<file path="src/rtl/iir_out_fifo.sv">
// Show-ahead output FIFO for the IIR filter: absorbs dOut samples without
// back-pressuring the filter, drops samples when full and records a sticky overflow.
module iir_out_fifo #(
  parameter int NB    = 12,
  parameter int DEPTH = 8
) (
  input  logic                     clk,
  input  logic                     rst_n,
  input  logic                     vIn,
  input  logic [NB-1:0]            dIn,
  input  logic                     rdy,
  input  logic                     clr_ovf,
  output logic                     vOut,
  output logic [NB-1:0]            dOut,
  output logic [$clog2(DEPTH):0]   cnt,
  output logic                     ovf
);

  localparam int AW = $clog2(DEPTH);
  localparam int CW = AW + 1;

  logic [NB-1:0] mem_q [DEPTH];
  logic [AW-1:0] wr_ptr_q, wr_ptr_d;
  logic [AW-1:0] rd_ptr_q, rd_ptr_d;
  logic [CW-1:0] cnt_q, cnt_d;
  logic          ovf_q, ovf_d;

  logic empty, full, pop, push, drop;

  assign empty = (cnt_q == '0);
  assign full  = (cnt_q == CW'(DEPTH));

  // Pop decides first so a full FIFO can still accept the incoming sample.
  assign pop  = !empty && rdy;
  assign push = vIn && (!full || pop);
  assign drop = vIn && full && !pop;

  assign wr_ptr_d = push ? wr_ptr_q + AW'(1) : wr_ptr_q;
  assign rd_ptr_d = pop  ? rd_ptr_q + AW'(1) : rd_ptr_q;

  always_comb begin
    // NOTE: default assignment first so no path leaves cnt_d unassigned (no latch).
    cnt_d = cnt_q;
    case ({push, pop})
      2'b10:   cnt_d = cnt_q + CW'(1);
      2'b01:   cnt_d = cnt_q - CW'(1);
      default: cnt_d = cnt_q;
    endcase
  end

  // Overflow set has priority over the clear request.
  assign ovf_d = drop ? 1'b1 : (clr_ovf ? 1'b0 : ovf_q);

  always_ff @(posedge clk or negedge rst_n) begin
    if (!rst_n) begin
      wr_ptr_q <= '0;
      rd_ptr_q <= '0;
      cnt_q    <= '0;
      ovf_q    <= 1'b0;
    end else begin
      // NOTE: non-blocking assignments so every flop samples pre-edge values.
      wr_ptr_q <= wr_ptr_d;
      rd_ptr_q <= rd_ptr_d;
      cnt_q    <= cnt_d;
      ovf_q    <= ovf_d;
    end
  end

  // NOTE: storage has no reset; cnt_q gates every read, so stale data is never visible.
  always_ff @(posedge clk) begin
    if (push) mem_q[wr_ptr_q] <= dIn;
  end

  assign vOut = !empty;
  assign dOut = empty ? '0 : mem_q[rd_ptr_q];
  assign cnt  = cnt_q;
  assign ovf  = ovf_q;

endmodule

</file>
<file path="config.mk">
export PLATFORM = sky130hd
export DESIGN_NAME = iir_out_fifo
export DESIGN_NICKNAME = d
export VERILOG_FILES = /design/src/rtl/iir_out_fifo.sv
export SDC_FILE = /design/constraint.sdc
export NUM_CORES = 1
export LEC_CHECK = 0
export CORE_MARGIN = 2
export CORE_UTILIZATION = 52
export DETAILED_ROUTE_END_ITERATION = 10
export GPL_ROUTABILITY_DRIVEN = 0
export PLACE_DENSITY = 0.82
export SKIP_CTS_REPAIR_TIMING = 1
export SLEW_MARGIN = 20
export SYNTH_ARGS = -nofsm -noshare
export SYNTH_HDL_FRONTEND = slang
export SYNTH_SLANG_ARGS = --single-unit
</file>
<file path="constraint.sdc">
create_clock -name clk -period 2.14 [get_ports clk]
set_input_delay 0.321 -clock clk [delete_from_list [all_inputs] [get_ports clk]]
set_output_delay 0.321 -clock clk [all_outputs]
set_load 0.05 [all_outputs]
</file>
Word-level counts from Yosys, hierarchy flattened --
Memory sizes are Yosys's and may differ from the RTL's. Cells that the tools add are included.
Cells by class: muxes and demuxes 6, add/sub/neg operators 4, equality and inequality tests 3, reductions and logical operators 11
Operators by type and width (number):
- $mux 12 | 1
- $pmux 4 s2 | 1
- $add 3x1->3 const B | 2
- $add 4x1->4 const B | 1
- $eq 4x4->1 const B | 1
- $logic_and 1x1->1 | 4
- $logic_not 4->1 | 1
- $mux 1 | 4
- $reduce_bool 2->1 | 2
- $sub 4x1->4 const B | 1
- $logic_not 1->1 | 3
- $eq 2x1->1 const B | 1
- $eq 2x2->1 const B | 1
- $logic_or 1x1->1 | 1
Word-level totals: input port bits 17, logic and storage cells 29, bits in registers 11, memory bits (writable) 96, memories 1
Memory list:
- mem_q | depth 8, bits a word 12, read ports 1, clocked after memory_dff 0, write ports 1, RTL line 22 | logic [NB-1:0] mem_q [DEPTH];

Logic depth before layout (Yosys ltp) --
Gate-level depths: netlist of run 1.
depth after elaboration 7, mapped depth 12, depth with buffers taken out 12

Worst setup path after synthesis of run 1 --
No wires, ideal clock.
path type register to register, from reg cnt_q[2], in the netlist cnt[2], to reg cnt_q[2], in the netlist cnt[2], data required time 1.993 ns, path slack -0.524 ns, data arrival time 2.517 ns, library setup time 0.147 ns, buffers on the path 0, stages on the path, launching flop included 13, cells stage by stage dfrtp_1 -> or3_4 -> nor2_8 -> inv_4 -> nand2_4 -> inv_2 -> ha_1 -> xor2_1 -> ha_1 -> a21oi_1 -> xor2_1 -> nor2_1 -> xor2_1
Between the ends: cells in the longest elaborated chain, start to end 7
Ends and longest elaborated chain:
- start: declaration | RTL line 25 | logic [CW-1:0] cnt_q, cnt_d;
- start signal: assignment | RTL line 64 | cnt_q <= cnt_d;
- $logic_not 4->1 * | RTL line 30 | assign empty = (cnt_q == '0);
- $logic_not 1->1 *
- named net vOut | RTL line 13 | output logic vOut,
- $logic_and 1x1->1 * | RTL line 34 | assign pop = !empty && rdy;
- named net pop | RTL line 28 | logic empty, full, pop, push, drop;
- $logic_or 1x1->1 | RTL line 35 | assign push = vIn && (!full || pop);
- $logic_and 1x1->1 | RTL line 35
- $eq 2x1->1 / $eq 2x2->1 (equally long branches) | RTL line 44 | case ({push, pop})
- $pmux 4 s2 / $reduce_bool 2->1 (equally long branches)
Mark *: on every way through the listed nets, which the timed path passes. The rest lies on a longest branch. A chain may end at the register's enable or synchronous reset.

Final worst setup path of run 1 --
from reg rd_ptr_q[0], to out dOut[3]
Between the ends: cells in the longest elaborated chain, start to end 2
Ends and longest elaborated chain:
- start: declaration | RTL line 24 | logic [AW-1:0] rd_ptr_q, rd_ptr_d;
- start signal: assignment | RTL line 63 | rd_ptr_q <= rd_ptr_d;
- $mem_v2 8x12
- $mux 12 | RTL line 75 | assign dOut = empty ? '0 : mem_q[rd_ptr_q];
- end: declaration | RTL line 14 | output logic [NB-1:0] dOut,
No other way between the ends.

==> results.ini, run 1 <==
[run_status]
status=finished with violations
failed_checks=negative setup slack

[worst_setup_path]
path_max_fanout=8
crit_path_end_kind=output port
rrSetupSlack_ps=-40
critPathTopFamily=multiplexers
required_ps=1820
critPathMaxStageDelay_ps=500
cp-start-kind=flop
rr_startpoint=cnt[2]$_DFFE_PN0P_
crit_buf_inv=2
r2r_end=cnt[2]$_DFFE_PN0P_
reg2reg_depth=12
crit_arrival_ps=1950
crit_chain=buf_12, mux4_2, mux2i_1, nor2_1, buf_6
crit_type=flop to output port
crit_slowest_cell=mux4_2

[sta]
drv_slew=0
fmax_ghz=0.441
period_share_pct=106
rsz0062_at_grt=true
min_period_ps=2270
whs_ps=304
tns_ps=-1150
setup_ws_ps=-129
final_hold_viol_count=0
clock_skew_ps=13.4
tightest_slew_ps=564
slew_headroom_pct=62.3
finalSetupViolations=13

[clock_network]
path_clk_slew_ps=110
cts_tree=yes
clockRootBuffer=clkbuf_8
clk_latency_ps=370
cts-buffers-inserted=9
ctsLongestPathBuffers=2
clock_sinks=107
htree_levels=3

[cells_and_area]
stdcell_count=399
finish.net_count=311
drive_gt1_share_pct=38.4
areaGrowthSynthToFinish_pct=23.8
n_antenna_cell=0

[yosys]
avgSynthCellArea_um2=19.8
synth_fa_ha_area_share_pct=1.45
synth.area.top_cells=edfxtp_1 67%, mux4_2 13%, dfrtp_1 6.4%
ys.warnings.count=0
synth-async-reset-ratio_pct=10.3
netlist_area_um2=4310
synth_mux_area_share_pct=16.2
synth_top_family_by_area=multiplexers
synth_cell_types=33
synth_ff_type=edfxtp_1
synth_edf_count=96
synth_top_area_share_pct=66.9
synth_cells=218
yosysTopAreaCell=edfxtp_1
synthSimpleGateAreaFrac_pct=4.64
synth_seq_cells=107
syn_nets=240
synth_xor_area_share_pct=1.63
synth_compound_area_share_pct=1.22
yosysSeqAreaShare_pct=73.2

[global_route]
grt_max_degree=22
use_met1_pct=25.5
antenna_found_initial=0
grt_use_met2_pct=30.3
met3_usage_pct=3.16
grtUsageTotal_pct=18.9
overflow=0
grt_pass1_wl_um=12200
top_usage_layer=met2
grt_pass1_vias=2248

[floorplanning]
rows=33
start_util_pct=53.0
die_h_um=95.1
fp.coreArea_um2=8130
dieArea_um2=9040
ios=35
fp.dieW_um=95.1

[drt]
routed_wl_um=8010
antenna_left=0
via_per_inst=5.48
firstDrtPassIters=4
drtIter0Drc=102
dr_total_vias=2188
drc=0
detail_route.wl_per_cell_um=20.1

[worst_hold_path]
hp-class=input pin to async pin

[placement]
portBuffers=34
place_inst=380
dp_hpwl_um=5260

[pwr]
clockPowerShare_pct=15.6
combPwrFrac_pct=48.2
p_total_mw=7.72
peakVddDrop_mv=0.703
switchingPower_mw=3.01
cell_internal_pwr_mw=4.71
seqPwrFrac_pct=36.2
p_per_area_nw_per_um2=1450
p_leak_nw=1.89
swShare_pct=39.0

[run]
maxCapViolCount=0

==> placed cells by master (no fill, tap or decap), types with 2 or more instances in the layout <==
cell type / Yosys / layout
buf_6: 0 / 12
clkdlybuf4s50_1: 0 / 21
mux2_2: 2 / 2
nor2_2: 0 / 3
mux2i_1: 12 / 12
dfrtp_2: 0 / 4
dfrtp_1: 11 / 7
buf_4: 2 / 33
clkbuf_8: 0 / 9
inv_8: 0 / 3
nand2b_1: 5 / 5
nor2_1: 21 / 18
xor2_1: 5 / 5
edfxtp_1: 96 / 96
inv_6: 0 / 2
xnor2_1: 3 / 3
mux4_2: 24 / 24
buf_12: 0 / 2
ha_1: 5 / 2
inv_1: 4 / 4
nand2_1: 3 / 3
a21oi_2: 0 / 2
ha_4: 0 / 2
clkinv_8: 0 / 2
==> final cells by class <==
| cell class | instances | area (um^2) |
|---|---|---|
| clock inverters | 7 | 80.1 |
| multi-input cells | 96 | 1150 |
| well taps | 105 | 131 |
| inverters | 6 | 32.5 |
| repair buffers | 69 | 658 |
| clock buffers | 9 | 124 |
| fillers | 521 | 2800 |
| flip-flops and latches | 107 | 3160 |
==> layer usage <==
layer | vias up | part of all wire, %
met5 | - | 0
met4 | 0 | 2.7
met3 | 16 | 3.3
met2 | 44 | 51
met1 | 1129 | 43
li1 | 999 | -
==> power groups by stage <==
stage / sequential, mW / clock, mW / combinational (mW)
2_1_floorplan: 2.96 / 0 / 2.27
3_3_place_gp: 2.81 / 0 / 3.41
3_5_place_dp: 2.83 / 0 / 3.46
4_1_cts: 2.78 / 1.23 / 3.47
5_1_grt: 2.83 / 1.31 / 3.94
6_report: 2.80 / 1.21 / 3.72
==> synth_stat cells, types with 2 or more instances <==
master / n
buf_4: 2
buf_2: 2
mux2i_1: 12
buf_1: 2
dfrtp_1: 11
a21oi_1: 2
nor3_1: 2
nor2_1: 21
nand2_1: 3
clkbuf_1: 2
mux4_2: 24
xnor2_1: 3
edfxtp_1: 96
inv_1: 4
mux2_2: 2
ha_1: 5
nand2b_1: 5
xor2_1: 5
==> cells by family (layout without fill, tap and decap cells) <==
kind of cell    after synthesis  in the layout
simple gates                 38             38
mux                          39             39
xor+xnor                      8              8
flops                       107            107
buf+inv                      15             91
compound gates                6              6
fa+ha+maj                     5              5
==> through the flow <==
stage          instance area (um^2)  setup slack, ps  util, %
2_1_floorplan                  4370             -289        -
3_3_place_gp                   5020            -50.3     61.7
3_5_place_dp                   5020            -86.2     61.7
4_1_cts                        5220             -212     64.2
5_1_grt                        5340             -233     65.6
6_report                       5340             -129     65.6
==> flip-flops by register name (all words and copies together) (netlist names) <==
name / flops
cnt: 4
mem_q: 96
wr_ptr_q: 3
ovf: 1
rd_ptr_q: 3
==> worst max-delay path by stage <==
stage	to	cells past startpoint	from	slack (ps)
2_1_floorplan	cnt[2]$_DFFE_PN0P_	12	cnt[0]$_DFFE_PN0P_	-290
3_3_place_gp	mem_q[3][10]$_DFFE_PP_	7	rdy	-50
3_5_place_dp	mem_q[3][5]$_DFFE_PP_	7	rdy	-90
4_1_cts	dOut[4]	5	rd_ptr_q[0]$_DFFE_PN0P_	-210
5_1_grt	dOut[4]	5	rd_ptr_q[0]$_DFFE_PN0P_	-230
6_report	dOut[3]	5	rd_ptr_q[0]$_DFFE_PN0P_	-130
Note: power is estimated with default switching activity, not from simulation.
==> inputs of run 2 (changes only) <==
==> constraint.sdc (replaced) <==
create_clock -name clk -period 2 [get_ports clk]
set_input_delay 0.3 -clock clk [delete_from_list [all_inputs] [get_ports clk]]
set_output_delay 0.3 -clock clk [all_outputs]
set_load 0.05 [all_outputs]
==> run 2 against run 1 <==
  * The flow still finishes with violations (negative setup slack)
  * Setup slack lost 110 ps
  * Hold slack worse by 27 ps
  * First-iteration DRC count increased by 59%
  * Register-to-register slack got worse by 140 ps
==> results.ini, run 2 (synthesized netlist as in run 1, its figures left out) <==
[clock_network]
clockRootBuffer=clkbuf_8
ctsLongestPathBuffers=2
cts-buffers-inserted=9
clk_latency_ps=360
cts_tree=yes
clock_sinks=107
path_clk_slew_ps=100
htree_levels=3

[worst_setup_path]
crit_buf_inv=2
reg2reg_depth=12
rr_startpoint=cnt[2]$_DFFE_PN0P_
crit_chain=buf_12, mux4_2, mux2i_2, nor2_1, buf_6
critPathTopFamily=multiplexers
rrSetupSlack_ps=-180
critPathMaxStageDelay_ps=530
crit_slowest_cell=mux4_2
path_max_fanout=12
r2r_end=cnt[2]$_DFFE_PN0P_
crit_type=flop to output port
crit_arrival_ps=1940
crit_path_end_kind=output port
required_ps=1700
cp-start-kind=flop

[sta]
drv_slew=0
tightest_slew_ps=519
period_share_pct=112
setup_ws_ps=-238
clock_skew_ps=14.2
min_period_ps=2240
tns_ps=-2650
slew_headroom_pct=65.3
fmax_ghz=0.447
finalSetupViolations=15
rsz0062_at_grt=true
final_hold_viol_count=0

[global_route]
overflow=0
grt_pass1_vias=2134
grt_pass1_wl_um=11700
grt_max_degree=27
antenna_found_initial=0
grtUsageTotal_pct=18.5

[pwr]
peakVddDrop_mv=0.892
p_leak_nw=1.89
p_per_area_nw_per_um2=1530

[floorplanning]
fp.coreArea_um2=8130
start_util_pct=53.0
die_h_um=95.1
rows=33
dieArea_um2=9040
ios=35
fp.dieW_um=95.1

[drt]
antenna_left=0
drtIter0Drc=162
via_per_inst=5.49
dr_total_vias=2165
routed_wl_um=7800
drc=0
firstDrtPassIters=4
detail_route.wl_per_cell_um=19.8

[placement]
place_inst=377
dp_hpwl_um=5130
portBuffers=34

[worst_hold_path]
hp-class=input pin to async pin

[cells_and_area]
finish.net_count=306
largest_register_ffs=96
drive_gt1_share_pct=40.8
stdcell_count=394
layout_commonest_cell=edfxtp_1
most-common-layout-cells=96 x edfxtp_1, 28 x buf_4, 24 x mux4_2
areaGrowthSynthToFinish_pct=24.5
n_antenna_cell=0
top_register=mem_q

[run_status]
status=finished with violations
failed_checks=negative setup slack

[run]
maxCapViolCount=0

[run 2: cell types whose count changed in the layout (fill, tap and decap cells not counted), sizes merged]
cell	delta
dlymetal6s2s	+3
clkbuf	-1
clkinv	+1
inv	-1
clkdlybuf4s50	-3
buf	-4
[run 2: worst max path at each step]
stage                                       start            endpoint  cells after the start
final                     rd_ptr_q[0]$_DFFE_PN0P_             dOut[0]                      5
after global routing      rd_ptr_q[0]$_DFFE_PN0P_             dOut[0]                      5
after CTS                 rd_ptr_q[0]$_DFFE_PN0P_            dOut[10]                      5
after detailed placement                      rdy  cnt[2]$_DFFE_PN0P_                     10
after global placement                        rdy  cnt[2]$_DFFE_PN0P_                     10
after floorplan                cnt[0]$_DFFE_PN0P_  cnt[2]$_DFFE_PN0P_                     12
[run 2: per-stage QoR]
stage               power (mW)  utilization (%)  hold WS, ps  cell area, um^2  setup slack, ps
floorplan                 5.65                -         4.41             4390             -413
global placement          6.77             62.5          487             5080             -154
detailed placement        6.86             62.5          516             5080             -206
CTS                       8.08             64.8          289             5270             -337
global route              8.60             66.0          317             5370             -320
finish                    8.22             66.0          277             5370             -238
[run 2: cell type report]
type                    instances  area, um^2
fillers                       521        2770
repair buffers                 64         653
inverters                       6        35.0
multi-input cells              96        1190
well taps                     105         131
clock buffers                   9         124
clock inverters                 7        67.6
flip-flops and latches        107        3160
[run 2: per-layer routing]
layer  GRT usage (%)  part of all wire, %  vias up
met1            24.0                   40     1111
li1                -                    -      995
met5               0                    0        -
met3            2.37                  3.3       10
met4            8.45                  2.1        0
met2            31.6                   55       49
[run 2: power by group]
group          internal, mW  leakage [nW]  total [mW]  switching, mW
Clock                 0.483        0.0941        1.23          0.744
Sequential             2.81         0.998        3.02          0.213
Combinational          1.71         0.802        3.97           2.26
